==> config.mk <==
export PLATFORM = sky130hd
export DESIGN_NAME = router_input_port_flat
export DESIGN_NICKNAME = d
export VERILOG_FILES = /design/src/rtl/router_input_port_pkg.sv /design/src/rtl/router_input_port_if.sv /design/src/rtl/router_input_port_flit_fifo.sv /design/src/rtl/router_input_port.sv /design/src/flat_wrapper.sv
export SDC_FILE = /design/constraint.sdc
export NUM_CORES = 1
export LEC_CHECK = 0
export ABC_AREA = 0
export CAP_MARGIN = 20
export CORE_ASPECT_RATIO = 0.5
export CORE_UTILIZATION = 49
export CTS_CLUSTER_DIAMETER = 60
export DETAILED_ROUTE_END_ITERATION = 16
export GPL_TIMING_DRIVEN = 0
export PLACE_DENSITY = 0.76
export SLEW_MARGIN = 5
export SYNTH_ARGS = -nofsm -noshare
export SYNTH_HDL_FRONTEND = slang
export SYNTH_SLANG_ARGS = --single-unit
==> constraint.sdc <==
create_clock -name clk -period 2.5 [get_ports clk]
set_input_delay 0.5 -clock clk [delete_from_list [all_inputs] [get_ports clk]]
set_output_delay 0.5 -clock clk [all_outputs]
set_load 0.01 [all_outputs]
==> src/rtl/router_input_port_pkg.sv <==
// Shared flit format, state and routing definitions
// for the router input port.
package router_input_port_pkg;

    localparam int FLIT_W        = 20;
    localparam int DEFAULT_DEPTH = 4;
    localparam int CNT_W         = 3;

    localparam int TYPE_HI = 19;
    localparam int TYPE_LO = 18;
    localparam int DX_HI   = 17;
    localparam int DX_LO   = 16;
    localparam int DY_HI   = 15;
    localparam int DY_LO   = 14;

    localparam int P_L = 0;
    localparam int P_N = 1;
    localparam int P_S = 2;
    localparam int P_E = 3;
    localparam int P_W = 4;

    typedef enum logic [1:0] {
        FT_BODY   = 2'b00,
        FT_HEAD   = 2'b01,
        FT_TAIL   = 2'b10,
        FT_SINGLE = 2'b11
    } flit_type_e;

    typedef enum logic {
        ST_HEAD,
        ST_BODY
    } state_e;

    // Dimension-ordered XY: resolve X first, then Y, else local.
    function automatic logic [4:0] xy_route(
        input logic [1:0] dx,
        input logic [1:0] dy,
        input logic [1:0] x_id,
        input logic [1:0] y_id
    );
        logic [4:0] r;
        r = '0;
        if (dx > x_id)      r[P_E] = 1'b1;
        else if (dx < x_id) r[P_W] = 1'b1;
        else if (dy > y_id) r[P_N] = 1'b1;
        else if (dy < y_id) r[P_S] = 1'b1;
        else                r[P_L] = 1'b1;
        return r;
    endfunction

endpackage

==> src/rtl/router_input_port_if.sv <==
// Flit ingress (credit-governed) and switch-side
// valid/ready handshake of a router input port.
interface router_input_port_if;
    import router_input_port_pkg::*;

    logic [FLIT_W-1:0] in_flit;
    logic              in_valid;
    logic              credit_out;
    logic [FLIT_W-1:0] out_flit;
    logic              out_valid;
    logic              out_ready;
    logic [4:0]        out_port;

    modport master (
        output in_flit, in_valid, out_ready,
        input  credit_out, out_flit, out_valid, out_port
    );

    modport slave (
        input  in_flit, in_valid, out_ready,
        output credit_out, out_flit, out_valid, out_port
    );

endinterface

==> src/rtl/router_input_port_flit_fifo.sv <==
// Circular flit buffer with occupancy count and
// sticky overflow flag for writes into a full buffer.
module router_input_port_flit_fifo
    import router_input_port_pkg::*;
#(
    parameter int DEPTH = DEFAULT_DEPTH
) (
    input  logic              clk,
    input  logic              rst,
    input  logic              push_i,
    input  logic [FLIT_W-1:0] wdata_i,
    input  logic              pop_i,
    output logic [FLIT_W-1:0] rdata_o,
    output logic [CNT_W-1:0]  count_o,
    output logic              empty_o,
    output logic              overflow_o
);
    localparam int AW = (DEPTH > 1) ? $clog2(DEPTH) : 1;

    logic [FLIT_W-1:0] mem_q [DEPTH];
    logic [AW-1:0]     wr_ptr_q, wr_ptr_d;
    logic [AW-1:0]     rd_ptr_q, rd_ptr_d;
    logic [CNT_W-1:0]  count_q, count_d;
    logic              ovf_q, ovf_d;
    logic              full, do_push, do_pop;

    function automatic logic [AW-1:0] inc(input logic [AW-1:0] p);
        return (p == AW'(DEPTH - 1)) ? '0 : p + 1'b1;
    endfunction

    assign empty_o = (count_q == '0);
    assign full    = (count_q == CNT_W'(DEPTH));
    assign do_pop  = pop_i && !empty_o;
    // A full buffer still takes a write when a slot frees this cycle.
    assign do_push = push_i && (!full || do_pop);

    always_comb begin
        wr_ptr_d = do_push ? inc(wr_ptr_q) : wr_ptr_q;
        rd_ptr_d = do_pop  ? inc(rd_ptr_q) : rd_ptr_q;
        count_d  = count_q + CNT_W'(do_push) - CNT_W'(do_pop);
        ovf_d    = ovf_q || (push_i && full && !do_pop);
    end

    always_ff @(posedge clk or posedge rst) begin
        if (rst) begin
            wr_ptr_q <= '0;
            rd_ptr_q <= '0;
            count_q  <= '0;
            ovf_q    <= 1'b0;
        end else begin
            wr_ptr_q <= wr_ptr_d;
            rd_ptr_q <= rd_ptr_d;
            count_q  <= count_d;
            ovf_q    <= ovf_d;
        end
    end

    always_ff @(posedge clk) begin
        if (do_push) mem_q[wr_ptr_q] <= wdata_i;
    end

    assign rdata_o    = mem_q[rd_ptr_q];
    assign count_o    = count_q;
    assign overflow_o = ovf_q;

endmodule

==> src/rtl/router_input_port.sv <==
// Credit-based router input port: flit buffer, XY route
// computation on head flits and per-packet route hold.
module router_input_port
    import router_input_port_pkg::*;
#(
    parameter int X_ID  = 0,
    parameter int Y_ID  = 0,
    parameter int DEPTH = DEFAULT_DEPTH
) (
    input  logic                 clk,
    input  logic                 rst,
    router_input_port_if.slave   bus,
    output logic [CNT_W-1:0]     fifo_count_o,
    output logic                 overflow_o,
    output logic                 framing_err_o
);
    state_e            state_q, state_d;
    logic [4:0]        route_q, route_d;
    logic              credit_q;
    logic              ferr_q, ferr_d;
    logic [FLIT_W-1:0] front;
    logic              empty, pop, out_valid;
    logic [4:0]        route_c;
    flit_type_e        ftype;

    router_input_port_flit_fifo #(.DEPTH(DEPTH)) u_fifo (
        .clk        (clk),
        .rst        (rst),
        .push_i     (bus.in_valid),
        .wdata_i    (bus.in_flit),
        .pop_i      (pop),
        .rdata_o    (front),
        .count_o    (fifo_count_o),
        .empty_o    (empty),
        .overflow_o (overflow_o)
    );

    assign ftype   = flit_type_e'(front[TYPE_HI:TYPE_LO]);
    assign route_c = xy_route(front[DX_HI:DX_LO], front[DY_HI:DY_LO],
                              2'(X_ID), 2'(Y_ID));

    always_comb begin
        state_d   = state_q;
        route_d   = route_q;
        ferr_d    = ferr_q;
        out_valid = 1'b0;
        pop       = 1'b0;
        if (!empty) begin
            unique case (state_q)
                ST_HEAD: begin
                    if (ftype == FT_HEAD || ftype == FT_SINGLE) begin
                        out_valid = 1'b1;
                        pop       = bus.out_ready;
                        if (pop && ftype == FT_HEAD) begin
                            state_d = ST_BODY;
                            route_d = route_c;
                        end
                    end else begin
                        // Orphan body/tail: drop it and hand the credit back.
                        pop    = 1'b1;
                        ferr_d = 1'b1;
                    end
                end
                ST_BODY: begin
                    out_valid = 1'b1;
                    pop       = bus.out_ready;
                    if (pop && ftype == FT_TAIL) state_d = ST_HEAD;
                end
            endcase
        end
    end

    always_ff @(posedge clk or posedge rst) begin
        if (rst) begin
            state_q  <= ST_HEAD;
            route_q  <= '0;
            credit_q <= 1'b0;
            ferr_q   <= 1'b0;
        end else begin
            state_q  <= state_d;
            route_q  <= route_d;
            credit_q <= pop;
            ferr_q   <= ferr_d;
        end
    end

    assign bus.out_valid  = out_valid;
    assign bus.out_flit   = out_valid ? front : '0;
    assign bus.out_port   = !out_valid ? 5'b0 :
                            (state_q == ST_HEAD) ? route_c : route_q;
    assign bus.credit_out = credit_q;
    assign framing_err_o  = ferr_q;

endmodule

==> src/flat_wrapper.sv <==
// flat-port wrapper written by rule: the top's interface ports become plain ports
module router_input_port_flat import router_input_port_pkg::*;
#(
    parameter int X_ID  = 0,
    parameter int Y_ID  = 0,
    parameter int DEPTH = DEFAULT_DEPTH
)
  (clk, rst, fifo_count_o, overflow_o, framing_err_o, bus_in_flit, bus_in_valid, bus_out_ready, bus_credit_out, bus_out_flit, bus_out_valid, bus_out_port);
  router_input_port_if bus_i ();
  input  logic clk;
  input  logic rst;
  output logic [CNT_W-1:0] fifo_count_o;
  output logic overflow_o;
  output logic framing_err_o;
  input wire logic [$bits(bus_i.in_flit)-1:0] bus_in_flit;
  input wire logic [$bits(bus_i.in_valid)-1:0] bus_in_valid;
  input wire logic [$bits(bus_i.out_ready)-1:0] bus_out_ready;
  output wire logic [$bits(bus_i.credit_out)-1:0] bus_credit_out;
  output wire logic [$bits(bus_i.out_flit)-1:0] bus_out_flit;
  output wire logic [$bits(bus_i.out_valid)-1:0] bus_out_valid;
  output wire logic [$bits(bus_i.out_port)-1:0] bus_out_port;
  assign bus_i.in_flit = bus_in_flit;
  assign bus_i.in_valid = bus_in_valid;
  assign bus_i.out_ready = bus_out_ready;
  assign bus_credit_out = bus_i.credit_out;
  assign bus_out_flit = bus_i.out_flit;
  assign bus_out_valid = bus_i.out_valid;
  assign bus_out_port = bus_i.out_port;
  router_input_port #(.X_ID(X_ID), .Y_ID(Y_ID), .DEPTH(DEPTH)) u_core (.clk(clk), .rst(rst), .bus(bus_i), .fifo_count_o(fifo_count_o), .overflow_o(overflow_o), .framing_err_o(framing_err_o));
endmodule
Yosys cells after proc, flatten, opt, wreduce, memory -nomap -nowiden
Memories as Yosys holds them, arrays and structs flattened.
Index checks and enable logic that the tools add are counted.
{ "op_classes": {"magnitude_cmp": 4, "n_eq_ne": 6, "n_reduce_logical": 15, "shifts": 0, "bitwise_logic": 3, "n_mul": 0, "n_addsub": 4, "n_mux": 27, "n_div": 0} }
{ "ops": {"columns": ["cell", "n"], "rows": [
  ["20-bit two-way mux", 1],
  ["1-bit two-way mux", 17],
  ["5-bit two-way mux", 2],
  ["2-bit == test (second input constant)", 4],
  ["1-bit logical AND", 6],
  ["3-bit two-way mux", 2],
  ["1-bit one-hot mux with 2 select lines", 3],
  ["2-bit by 1-bit adder with 2-bit output (second input constant)", 2],
  ["2-bit by 1-bit greater-than comparator with 1-bit output (second input constant)", 2],
  ["2-bit by 1-bit < comparator with 1-bit output (second input constant)", 2],
  ["2-bit two-way mux", 2],
  ["4-bit AND reduction", 1],
  ["3-bit by 1-bit adder with 3-bit output", 1],
  ["3-bit == test (second input constant)", 1],
  ["1-bit logical NOT", 3],
  ["3-bit logical NOT", 1],
  ["1-bit logical OR", 3],
  ["1-bit inverter", 3],
  ["3-bit AND reduction", 1],
  ["3-bit by 1-bit subtractor with 3-bit output", 1],
  ["2-bit by 1-bit == test with 1-bit output (second input constant)", 1]
]} }
{ "totals": {"ramBits": 80, "memories": 1, "mem_bits_ro": 0, "latch_bits": 0, "ff_bits": 16, "out_inout_bits": 32, "in_bits": 24} }
{ "memory_table": {"columns": ["memory", "words", "word_bits", "rd", "rd_clocked_by_memory_dff", "wr", "line", "rtl"], "rows": [
  ["u_core.u_fifo.mem_q", 4, 20, 1, 0, 1, "router_input_port_flit_fifo.sv:20", "logic [FLIT_W-1:0] mem_q [DEPTH];"]
]} }

Logic depth before layout (Yosys ltp)
Gate-level depths: netlist of run 1.
An unclocked memory read counts as a cell.
{ "depth": {"word_depth": 11, "ltp_mapped": 10, "mapped_depth_nobuf": 10} }

Modules after synthesis
From an unflattened synthesis of run 1, not the netlist that was laid out.
{ "hier_totals": {"cells_unflattened": 206, "area_unflattened_um2": 3867.5} }
{ "modules_own_cells": {"columns": ["module", "area_each_um2", "cells_each", "instances"], "rows": [
  ["router_input_port_flit_fifo", 3374.5, 145, 1],
  ["router_input_port", 493.0, 61, 1]
]} }

Least setup slack after synthesis of run 1
OpenSTA, ideal clock, no wires.
{ "synth_path": {"path_type": "register to register", "startpoint": "register u_core.u_fifo.rd_ptr_q[0]", "endpoint": "register u_core.u_fifo.count_q[2], in the netlist u_core.u_fifo.count_o[2]", "setup_ns": 0.127, "synth_period_minus_slack_ns": 2.637, "arrival_time_ns": 2.510, "path_stages_with_launch": 11, "required_ns": 2.373, "slack_ns": -0.137, "cell_sequence": "dfrtp_1 mux4_2 o21bai_2 o21a_2 inv_2 ha_1 inv_1 ha_1 fa_1 xor2_1 xnor2_1"} }
{ "synth_between": {"elab_chain_len": 11, "word_cells_on_any_way": 12, "classes_between": "add/sub: 2; eq/ne: 2; mux: 3; reduce/logical: 4; memory: 1"} }
{ "synth_rtl": {"columns": ["element", "line", "rtl"], "rows": [
  ["from (decl)", "router_input_port_flit_fifo.sv:22", "logic [AW-1:0] rd_ptr_q, rd_ptr_d;"],
  ["from (signal assigned)", "router_input_port_flit_fifo.sv:52", "rd_ptr_q <= rd_ptr_d;"],
  ["memory 4 x 20 bit (*)", null, null],
  ["2-bit by 1-bit == test with 1-bit output or 2-bit == test (tied branches)", "router_input_port.sv:51", "if (ftype == FT_HEAD || ftype == FT_SINGLE) begin"],
  ["1-bit logical OR (*)", "router_input_port.sv:51", null],
  ["1-bit two-way mux (*)", "router_input_port.sv:51", null],
  ["1-bit one-hot mux with 2 select lines (*)", "router_input_port.sv:49", "unique case (state_q)"],
  ["1-bit two-way mux (*)", "router_input_port.sv:48", "if (!empty) begin"],
  ["1-bit logical AND (*)", "router_input_port_flit_fifo.sv:33", "assign do_pop = pop_i && !empty_o;"],
  ["1-bit logical OR", "router_input_port_flit_fifo.sv:35", "assign do_push = push_i && (!full || do_pop);"],
  ["1-bit logical AND", "router_input_port_flit_fifo.sv:35", null],
  ["3-bit by 1-bit adder with 3-bit output", "router_input_port_flit_fifo.sv:40", "count_d = count_q + CNT_W'(do_push) - CNT_W'(do_pop);"],
  ["3-bit by 1-bit subtractor with 3-bit output (*)", "router_input_port_flit_fifo.sv:40", null],
  ["net u_core.u_fifo.count_d[2]", "router_input_port_flit_fifo.sv:23", "logic [CNT_W-1:0] count_q, count_d;"],
  ["to (signal assigned)", "router_input_port_flit_fifo.sv:53", "count_q <= count_d;"],
  ["to (decl)", "router_input_port_flit_fifo.sv:23", null]
]} }
The timed path passes the listed nets; every way through them passes the cells marked *.
A chain may end at the register's enable or synchronous reset.

Worst setup path after layout of run 1
{ "layout_path": {"startpoint": "register u_core.u_fifo.rd_ptr_q[0]", "endpoint": "output bus_out_flit[17]"} }
{ "layout_between": {"elab_chain_len": 7, "word_cells_on_any_way": 8, "classes_between": "eq/ne: 2; mux: 4; reduce/logical: 1; memory: 1"} }
{ "layout_rtl": {"columns": ["element", "line", "rtl"], "rows": [
  ["memory 4 x 20 bit (*)", null, null],
  ["2-bit by 1-bit == test with 1-bit output or 2-bit == test (tied branches)", "router_input_port.sv:51", null],
  ["1-bit logical OR", "router_input_port.sv:51", null],
  ["1-bit two-way mux", "router_input_port.sv:51", null],
  ["1-bit one-hot mux with 2 select lines", "router_input_port.sv:49", null],
  ["1-bit two-way mux", "router_input_port.sv:48", null],
  ["20-bit two-way mux (*)", "router_input_port.sv:88", "assign bus.out_flit = out_valid ? front : '0;"],
  ["to (decl)", "flat_wrapper.sv:19", "output wire logic [$bits(bus_i.out_flit)-1:0] bus_out_flit;"]
]} }
Every way passes the cells marked *; elsewhere a longest branch is shown, timed or not.

==> results of run 1 <==
power groups by stage:
stage                     clock network, mW  registers, mW  logic (mW)
after floorplan                           0           2.25        1.54
after global placement                    0           2.26        2.53
after detailed placement                  0           2.29        2.61
after CTS                              1.43           2.25        3.00
after global routing                   1.50           2.28        3.43
final                                  1.41           2.25        3.21
per-layer routing:
layer / wire length (µm) / up-vias / track usage
li1: - / 958 / -
met1: 3300 / 1079 / 0.233
met2: 3800 / 46 / 0.346
met3: 317 / 6 / 0.0611
met4: 64 / 0 / 0.0721
met5: 0 / - / 0
layout make-up:
| cell class | count | area share |
|---|---|---|
| plain buffers | 9 | 0.0186 |
| clock buffers | 9 | 0.0434 |
| clock inverters | 7 | 0.0179 |
| inverters | 8 | 0.00628 |
| multi-input cells | 91 | 0.215 |
| flip-flops and latches | 94 | 0.531 |
| well taps | 108 | 0.0261 |
| repair buffers | 80 | 0.141 |
worst paths after layout:
| kind | start | end | depth (start not counted) |
|---|---|---|---|
| max reg2reg | u_core.u_fifo.rd_ptr_q[0]$_DFFE_PP0N_ | u_core.u_fifo.count_o[2]$_DFF_PP0_ | 11 |
| min in group asynchronous | rst | u_core.route_q[1]$_DFFE_PP0P_ | 2 |
| max | u_core.u_fifo.rd_ptr_q[0]$_DFFE_PP0N_ | bus_out_flit[17] | 9 |
| min | u_core.framing_err_o$_DFFE_PP0P_ | u_core.framing_err_o$_DFFE_PP0P_ | 1 |
| max in group asynchronous | rst | u_core.u_fifo.rd_ptr_q[0]$_DFFE_PP0N_ | 2 |
| min reg2reg | u_core.framing_err_o$_DFFE_PP0P_ | u_core.framing_err_o$_DFFE_PP0P_ | 1 |
kinds of logic after synthesis:
group                      after synthesis  share of synthesized area
AOI/OAI and AO/OA                       10                     0.0206
other                                    1                   0.000966
DFF                                     94                      0.709
adders and majority gates                8                     0.0277
muxes                                   28                      0.148
buffers and inverters                   18                     0.0229
xor gates and xnor gates                 2                    0.00451
and+or+nand+nor                         41                     0.0670
critical path: cells and delay by family (launching register included):
kind	cells	cell delay [ns]
and+or+nand+nor	1	0.13
buffers and inverters	6	0.59
AOI/OAI and AO/OA	1	0.19
muxes	1	0.57
DFF	1	0.43
placed cells by master (no fill, tap or decap), types with 3 or more instances in the layout:
| cell | n |
|---|---|
| and2_1 | 4 |
| and2_4 | 6 |
| buf_2 | 9 |
| buf_4 | 21 |
| buf_6 | 15 |
| clkbuf_16 | 10 |
| clkbuf_2 | 6 |
| clkdlybuf4s50_1 | 29 |
| dfrtp_1 | 13 |
| dlymetal6s2s_1 | 5 |
| edfxtp_1 | 80 |
| ha_1 | 5 |
| inv_1 | 5 |
| mux2_1 | 3 |
| mux4_1 | 4 |
| mux4_2 | 16 |
| nor2_1 | 5 |
| nor2b_1 | 14 |
sequential cells by signal, indices dropped and copies added, names as in the netlist:
name / count
u_core.u_fifo.overflow_o: 1
u_core.framing_err_o: 1
u_core.bus.credit_out: 1
u_core.state_q: 1
u_core.u_fifo.wr_ptr_q: 2
u_core.route_q: 3
u_core.u_fifo.count_o: 3
u_core.u_fifo.mem_q: 80
u_core.u_fifo.rd_ptr_q: 2
metrics by stage:
step	worst slack (ns)	total power, mW
2_1_floorplan	-0.0821	3.79
3_3_place_gp	-0.462	4.79
3_5_place_dp	-0.556	4.90
4_1_cts	-0.331	6.68
5_1_grt	-0.322	7.21
6_report	-0.245	6.87
timing repair:
item	in CTS	in global routing
gates resized for setup	95	30
setup buffers	18	9
endpoints found under the setup margin	106	63
pin swaps	3	7
cloned	0	1
==> flow_summary_export.csv, run 1 <==
group,metric,value,unit
outcome,status,"finished, violations left",
logic_synthesis,ys_types,38,
logic_synthesis,synth_commonest_cells,"edfxtp_1, dfrtp_1, nor2b_1, mux4_2, and2_1",
global_route,antenna_found_initial,0,
logic_synthesis,avgSynthCellArea,19.2,µm²
power_and_ir_drop,internal-power,4.67,mW
power_and_ir_drop,comb_power_share,0.467,
logic_synthesis,async_flop_share,0.149,
logic_synthesis,ys.flop_type,"edfxtp_1",
global_route,grt_pass1_vias,2198,
placement,gp_congestion,0.704,
worst_setup_path,critPathLaunchType,"flop",
global_route,grt_pass1_wl,11400,µm
finish,multi_input_area,1110,µm²
worst_setup_path,crit_type,"flop to output port",
clock_network,clock_path_buffers,2,
sta,worstMarginPinSlew,0.565,ns
sta,setup_slack,-0.245,ns
drt,wl_per_cell,18.4,µm
finish,drive_gt1_frac,0.389,
drt,vias,2089,
power_and_ir_drop,swShare,0.320,
die,fp.dieW,128,µm
finish,final_cells,406,
die,core,7490,µm²
power_and_ir_drop,seq_power_share,0.327,
finish,area_delta_synth_final,33.5,%
worst_setup_path,path_max_fanout,4,
logic_synthesis,yosysTopAreaCell,"edfxtp_1",
power_and_ir_drop,p_leak,1.99,nW
power_and_ir_drop,powerDensity,1330,nW/µm²
outcome,violations,"negative setup slack",
die,die-area,8310,µm²
logic_synthesis,yosys_warnings,0,
die,ioPinCount,56,
drt,drcViolationCount,0,
clock_network,cts_buffers,9,
worst_setup_path,r2r_slack,-0.16,ns
worst_setup_path,cp_slowest_stage_delay,0.57,ns
sta,setup_viol,15,
clock_network,cts_sinks,94,
logic_synthesis,ys_ff_latch,94,
global_route,grt_max_degree,21,
clock_network,clk_pin_slew,0.07,ns
finish,fillers,469,
sta,grt_setup_unrepaired,"true",
die,initial_core_util,0.519,
finish,layout.nets,325,
drt,ant_nets,0,
logic_synthesis,synth-edff-count,80,
drt,drt_iter0_drc,127,
worst_hold_path,hold_class,"flop to flop",
power_and_ir_drop,p_switching,2.20,mW
die,std_cell_rows,22,
finish,ff_latch_area,2750,µm²
clock_network,htree_num_levels,3,
sta,final.period_utilization,1.10,
worst_setup_path,worstPathArrival,2.25,ns
logic_synthesis,synth.most_common_cell,"edfxtp_1",
clock_network,hold_buffers,0,
placement,place_inst,364,
finish,utilization,0.692,
power_and_ir_drop,p_clk_frac,0.206,
worst_setup_path,cp.required,2.00,ns
sta,min_period,2.75,ns
logic_synthesis,yosysTopAreaCellShare,0.619,
clock_network,cts_tree,"done",
job,maxCapViolations,0,
drt,viasPerCell,5.15,
logic_synthesis,syn-cell-area,3880,µm²
logic_synthesis,seq_area_frac_synth,0.709,
sta,tns,-2.07,ns
logic_synthesis,synthesis.instances,202,
sta,report.final.slew_viol_count,0,
worst_setup_path,path_common_cell,"buf_6",
global_route,overflow,0,
power_and_ir_drop,max-vdd-ir-drop,521,µV
global_route,grt_usage,0.198,
sta,maxClockFrequency,364,MHz
finish,num_antenna_cells,0,
sta,hold_viol,0,
sta,hold_ws,0.487,ns
die,fp.dieH,65.0,µm
clock_network,cts-root-buf,"clkbuf_16",
drt,dr.pass1.iters,4,
placement,place_hpwl,4350,µm
clock_network,insertion_delay,0.35,ns
sta,fin_skew,0.00799,ns
drt,drt-total-wl,7480,µm
logic_synthesis,synth_area_leaders,"edfxtp_1, dfrtp_1, mux4_2, mux4_1, ha_1",
sta,slew_headroom,0.623,
worst_setup_path,path_cells,"mux4_2 -> o21ai_4 -> buf_6 -> buf_6 -> inv_4 -> buf_6 -> buf_6 -> and2_4 -> buf_6",
worst_setup_path,cp-end-kind,"output port",
finish,fin_area,5180,µm²
worst_setup_path,cpMaxStageDelayCell,"mux4_2",
placement,place_area,4590,µm²
placement,port_buffers,53,
No activity file was read; power rests on OpenSTA's default activity.
==> inputs of run 2 (changes only) <==
--- a/config.mk
+++ b/config.mk
@@ -13,7 +13,7 @@
 export DETAILED_ROUTE_END_ITERATION = 16
 export GPL_TIMING_DRIVEN = 0
 export PLACE_DENSITY = 0.76
-export SLEW_MARGIN = 5
+export SLEW_MARGIN = 20
 export SYNTH_ARGS = -nofsm -noshare
 export SYNTH_HDL_FRONTEND = slang
 export SYNTH_SLANG_ARGS = --single-unit
==> results of run 2 <==
Final layout, timing and power as in run 1 (identical DEF).
==> inputs of run 3 (changes only) <==
--- a/config.mk
+++ b/config.mk
@@ -10,7 +10,9 @@
 export CORE_ASPECT_RATIO = 0.5
 export CORE_UTILIZATION = 49
 export CTS_CLUSTER_DIAMETER = 60
+export CTS_CLUSTER_SIZE = 16
 export DETAILED_ROUTE_END_ITERATION = 16
+export GPL_ROUTABILITY_DRIVEN = 0
 export GPL_TIMING_DRIVEN = 0
 export PLACE_DENSITY = 0.76
 export SLEW_MARGIN = 20
==> results of run 3 <==
Final layout, timing and power as in run 1 (identical DEF).
==> RTL edit, RTL diff (flow settings as in run 1) <==
Change the package constant `DEFAULT_DEPTH` from 4 to 2.
--- a/src/rtl/router_input_port_pkg.sv
+++ b/src/rtl/router_input_port_pkg.sv
@@ -3,7 +3,7 @@
 package router_input_port_pkg;
 
     localparam int FLIT_W        = 20;
-    localparam int DEFAULT_DEPTH = 4;
+    localparam int DEFAULT_DEPTH = 2;
     localparam int CNT_W         = 3;
 
     localparam int TYPE_HI = 19;
Function: changed (a bounded check fails within 4 cycles, from zero or initial values and one cycle with rst high).
==> RTL edit against run 1 <==
The flow finishes with violations (DRC, setup timing). Largest cell class unchanged. Register-to-register slack improved by 0.24 ns. Final area fell by 39%. Worst setup slack better by 0.24 ns. Non-clock buffer count down 10. Wire length shrank 35%. Synthesized area down 42%. Total power fell by 47%. Sequential cell count decreased by 42. Combinational power down 42%. Core utilization is 2.3 points higher.
==> RTL edit: results <==
[logic_synthesis]
synth_edf_count = 40
yosysSeqAreaShare_pct = 66.5
synth_top_cells_by_area = edfxtp_1 53%, dfrtp_1 13%, mux2i_1 9.8%
synth_compound_area_share_pct = 5.88
synthAdderAreaFrac_pct = 1.44
muxShareOfSynthArea_pct = 10.9

[critical_path]
r2r_cells = 9
arrival_ns = 2.00
regToRegSetupSlack_ns = 0.08
endpoint = bus_out_flit[6]

[power]
irDropWorstVdd_mv = 0.477
powerComb_w = 0.00185
p_leak_nw = 1.32
power_frac_seq_pct = 35.5
p_sw_share_pct = 35.9

[outcome]
violations = DRC, setup timing
outcome = complete, but fails checks

[grt]
grt_max_degree = 19
grt_usage_pct = 21.0
grt_pass1_vias = 1538

[placed_design]
place_congestion = 0.767
place.port_buffers = 52
hpwlAfterDp_um = 3110

[clock_network]
clk_pin_slew_ns = 0.10
clkLatencyLatePin_ns = 0.30

[finish]
nets = 270

[sta]
setup_viol = 1
setup_slack_ns = -0.000597
relSlewSlack_pct = 60.6

[route]
drtIter0Drc = 61
drc = 3
vias = 1594
first_pass_iters = 12
-- RTL edit: cell types whose count changed in the layout (fill, tap and decap cells not counted), sizes merged, moves of 11 or more --
cell | run 1 | this run
nor2b | 14 | 1
mux4 | 20 | 0
mux2i | 1 | 22
dlygate4sd2 | 0 | 17
and2 | 12 | 0
clkbuf | 16 | 5
buf | 48 | 27
edfxtp | 80 | 40
nor2 | 8 | 26
-- RTL edit: critical path, stage by stage (launching register included) --
cell	delay (ns)
dfrtp_1	0.43
mux2_4	0.35
o21ai_4	0.23
buf_4	0.15
buf_4	0.10
buf_6	0.11
nor2_1	0.05
dlygate4sd2_1	0.28
-- RTL edit: layer usage --
metal	GRT usage, %	wire length, µm	vias to the layer above
met2	37.4	2390	57
met5	0	0	-
li1	-	-	752
met3	4.96	289	4
met4	4.04	25	0
met1	26.6	2140	781
-- RTL edit: through the flow --
| step | instance area (µm²) | cells | utilization (%) | hold slack [ns] | TNS [ns] |
|---|---|---|---|---|---|
| global placement | 2850 | 276 | 64.8 | 0.444 | -24.34 |
| global route | 3150 | 302 | 71.6 | 0.493 | -0.821 |
| detailed placement | 2890 | 278 | 65.6 | 0.448 | -3.91 |
| floorplan | 2260 | 167 | - | 0.365 | 0 |
| finish | 3150 | 302 | 71.6 | 0.470 | -0.000597 |
| CTS | 3100 | 298 | 70.4 | 0.470 | 0 |
-- RTL edit: final cells by class --
type / count / area (µm²)
plain buffers: 8 / 61.3
clock buffers: 5 / 68.8
clock inverters: 3 / 25.0
fillers: 316 / 1250
inverters: 8 / 30.0
multi-input cells: 98 / 714
flip-flops and latches: 52 / 1500
well taps: 57 / 71.3
repair buffers: 71 / 676
